$ cat src/rtl/rf_pkg.sv
// Shared constants and types for the 32-entry register file.
package rf_pkg;

    localparam int REG_COUNT  = 32;
    localparam int REG_ADDR_W = 5;

    typedef logic [REG_ADDR_W-1:0] reg_addr_t;

    localparam reg_addr_t ZERO_REG = 5'd0;

endpackage : rf_pkg

$ cat src/rtl/decoder5to32.sv
// 5-to-32 one-hot decoder; the write-side inverse of mux32.
module decoder5to32
    import rf_pkg::*;
(
    input  logic                 ena,
    input  reg_addr_t            addr,
    output logic [REG_COUNT-1:0] onehot
);

    // At most one bit is set, and only while enabled.
    always_comb begin
        onehot = '0;
        if (ena) begin
            onehot[addr] = 1'b1;
        end
    end

endmodule : decoder5to32

$ cat src/rtl/mux32.sv
// 32:1 read mux selecting one N-bit word from a packed register array.
module mux32
    import rf_pkg::*;
#(
    parameter int N = 32
) (
    input  logic [REG_COUNT-1:0][N-1:0] data_in,
    input  reg_addr_t                   sel,
    output logic [N-1:0]                data_out
);

    // Pure combinational select; no read latency.
    always_comb begin
        data_out = data_in[sel];
    end

endmodule : mux32

$ cat src/rtl/register_file.sv
// 32 x N register file: one write port, two independent read ports, x0 reads zero.
module register_file
    import rf_pkg::*;
#(
    parameter int N = 32
) (
    input  logic         clk,
    input  logic         rst,
    input  logic         wr_ena,
    input  reg_addr_t    wr_addr,
    input  logic [N-1:0] wr_data,
    input  reg_addr_t    rd_addr0,
    output logic [N-1:0] rd_data0,
    input  reg_addr_t    rd_addr1,
    output logic [N-1:0] rd_data1
);

    logic [REG_COUNT-1:0]        wr_en_onehot;
    logic [REG_COUNT-1:0][N-1:0] regs;

    // x0 has no storage, so its decode bit is intentionally left unconnected.
    logic unused_x0_wr;
    assign unused_x0_wr = wr_en_onehot[ZERO_REG];

    decoder5to32 u_wr_dec (
        .ena    (wr_ena),
        .addr   (wr_addr),
        .onehot (wr_en_onehot)
    );

    for (genvar g = 0; g < REG_COUNT; g++) begin : g_reg
        if (g == int'(ZERO_REG)) begin : g_zero
            assign regs[g] = '0;
        end else begin : g_store
            logic [N-1:0] x_d;
            logic [N-1:0] x_q;

            // Load wr_data only when this register's decode bit is set.
            always_comb begin
                x_d = x_q;
                if (wr_en_onehot[g]) begin
                    x_d = wr_data;
                end
            end

            // Synchronous reset wins over a same-edge write.
            always_ff @(posedge clk) begin
                if (rst) begin
                    x_q <= '0;
                end else begin
                    x_q <= x_d;
                end
            end

            assign regs[g] = x_q;
        end
    end

    mux32 #(.N(N)) u_rd_mux0 (
        .data_in  (regs),
        .sel      (rd_addr0),
        .data_out (rd_data0)
    );

    mux32 #(.N(N)) u_rd_mux1 (
        .data_in  (regs),
        .sel      (rd_addr1),
        .data_out (rd_data1)
    );

endmodule : register_file
$ cat config.mk
export PLATFORM = sky130hd
export DESIGN_NAME = register_file
export DESIGN_NICKNAME = d
export VERILOG_FILES = /design/src/rtl/rf_pkg.sv /design/src/rtl/decoder5to32.sv /design/src/rtl/mux32.sv /design/src/rtl/register_file.sv
export SDC_FILE = /design/constraint.sdc
export NUM_CORES = 2
export LEC_CHECK = 0
export ABC_AREA = 1
export BUFFER_PORTS_ARGS = -buffer_cell sky130_fd_sc_hd__clkbuf_2
export CAP_MARGIN = 20
export CORE_UTILIZATION = 40
export CTS_CLUSTER_SIZE = 10
export DETAILED_ROUTE_END_ITERATION = 7
export GPL_TIMING_DRIVEN = 0
export PLACE_DENSITY = 0.61
export SYNTH_ARGS = -nofsm -noshare
export SYNTH_HDL_FRONTEND = slang
export SYNTH_HIERARCHICAL = 1
export SYNTH_SLANG_ARGS = --single-unit
export TNS_END_PERCENT = 100
$ cat constraint.sdc
create_clock -name clk -period 1.4 [get_ports clk]
set_clock_uncertainty 0.2 [all_clocks]
set_input_delay 0.14 -clock clk [delete_from_list [all_inputs] [get_ports clk]]
set_output_delay 0.14 -clock clk [all_outputs]
set_load 0.05 [all_outputs]
==> impl_metrics.ini <==
[outcome]
status = finished, violations left
violations = negative setup slack

[sta]
setup_viol = 995
fin_crit_ps = 2620
rsz0062_at_grt = true
tightest_slew_ps = 1250
period_share_pct = 187
timing.hold.ws_ps = 59.2
maxSlewHeadroom_pct = 16.3
tns_ps = -232300
setup_slack_ps = -1220
hold_violations = 0
fmax_mhz = 382
slew_viol_final = 0

[place]
gp_congestion = 1.03
portBuffers = 107
placedInstanceArea_mm2 = 0.0631
dpl.hpwl_um = 268000
post-place-cells = 12400

[synthesis]
synthCells = 10300
syn_area_per_cell_um2 = 5.72
synth_area_mm2 = 0.0591
yosys_warnings = 6

[worst_setup_path]
startpoint_type = input port
cp.required_ps = 1060
r2r-start = g_reg[17].g_store.x_q[9]
critical_path_class = input port to primary output
cp_max_fo = 10
regToRegEndpoint = g_reg[17].g_store.x_q[9]
endpoint_kind = primary output
crit_arrival_ps = 2280
reg2reg_slack_ps = 450
reg2reg_depth = 3

[floorplan]
die_y_um = 386
dieArea_mm2 = 0.149
initial_core_util_pct = 40.5
die_w_um = 386
io-pin-count = 114
coreArea_mm2 = 0.146
std_cell_rows = 140

[worst_hold_path]
hold_class = input port to flip-flop
hp-start = rst
hold_depth = 7
min_to = g_reg[14].g_store.x_q[24]

[power_and_ir_drop]
peakVddDrop_uv = 1100
power_mw = 75.4
power_density_mw_per_mm2 = 1000
p_leak_nw = 31.8

[clocking]
clk_pin_slew_ps = 60
cts_num_sinks = 992
cts_tree = done
clockRootBuffer = clkbuf_16
insertion_delay_ps = 770
clk_path_buf_depth = 3
cts_made_buffers = 121
htreeDepth = 3

[drt]
drc = 0
vias = 73800
via_per_inst = 5.80
drt_iter0_drc = 11100
final_antenna_net_count = 0
wl_per_cell_um = 28.6
totalWireLength_um = 364000
drtPass1Iterations = 8

[cells_and_area]
final_cell_mix = nand2_1, nor2_1, nand3_1
stdcell_count = 12700
final_area_mm2 = 0.0751
layout-drive-gt1-share_pct = 25.2
nets = 10800
largest_register = g.g_store.x_q
nFillCells = 15300
area_growth_pct = 27.1
largest_register_ffs = 992
multi_input_comb_area_mm2 = 0.0395
reg_top3 = g.g_store.x_q: 992 flops
layout_commonest_cell = nand2_1
area.sequential_mm2 = 0.0208

[global_routing]
grt_start_max_net_pins = 17
antenna_found_initial = 22
track_usage_pct = 46.5
grt_pass1_vias = 64900
grt_pass1_wl_um = 493000
overflow = 0

[job]
cap_violations = 0
[report_power, final]
part,internal [mW],switching [mW]
Sequential,28.6,0.346
Combinational,4.44,11.2
Clock,17.2,13.7
[layout make-up]
| class | instances | area share [%] |
|---|---|---|
| multi-input cells | 8492 | 52.6 |
| flip-flops and latches | 992 | 27.7 |
| plain buffers | 859 | 7.80 |
| clock buffers | 177 | 4.66 |
| repair buffers | 195 | 3.43 |
| well taps | 1917 | 3.19 |
| inverters | 48 | 0.278 |
| clock inverters | 21 | 0.238 |
| diodes | 23 | 0.0766 |
[per-layer routing]
layer	part of all wire, %	track usage (%)
met2	39	64.3
met1	40	61.8
met5	0.057	0
met4	7.8	29.5
met3	14	14.9
[metrics by stage]
stage	setup slack [ps]	util (%)
2_1_floorplan	-110	-
6_report	-1220	51.4
4_1_cts	-1100	48.9
3_3_place_gp	-2350	43.1
3_5_place_dp	-1870	43.2
5_1_grt	-1160	51.4
[how the worst max path moves through the flow]
| stage | slack (ps) | depth (start not counted) | start | to |
|---|---|---|---|---|
| after floorplan | -110 | 12 | rd_addr0[0] | rd_data0[21] |
| after global placement | -2350 | 8 | rd_addr1[3] | rd_data1[1] |
| after detailed placement | -1870 | 11 | rd_addr0[2] | rd_data0[20] |
| after CTS | -1100 | 9 | g_reg[28].g_store.x_q[1] | rd_data1[1] |
| after global routing | -1160 | 9 | g_reg[7].g_store.x_q[2] | rd_data1[2] |
| final | -1220 | 10 | rd_addr1[2] | rd_data1[19] |
[critical path, cell delays in order]
cell and delay (ps):
clkbuf_2 150, clkbuf_1 530, clkbuf_4 490, nand3_2 170, nand2_4 150, nand2_4 90
nand2_4 120, nand2_2 70, nand2_4 150, clkbuf_16 180
[timing repair]
item / 4_1_cts / 5_1_grt
gates resized for setup: 1201 / 1125
cloned: 0 / 0
hold buffers: 59 / 0
setup endpoints to repair: 1055 / 1047
buffers inserted: 0 / 20
pin swaps: 297 / 474
hold endpoints to repair: 102 / 0
No activity file was read; power rests on OpenSTA's default activity.
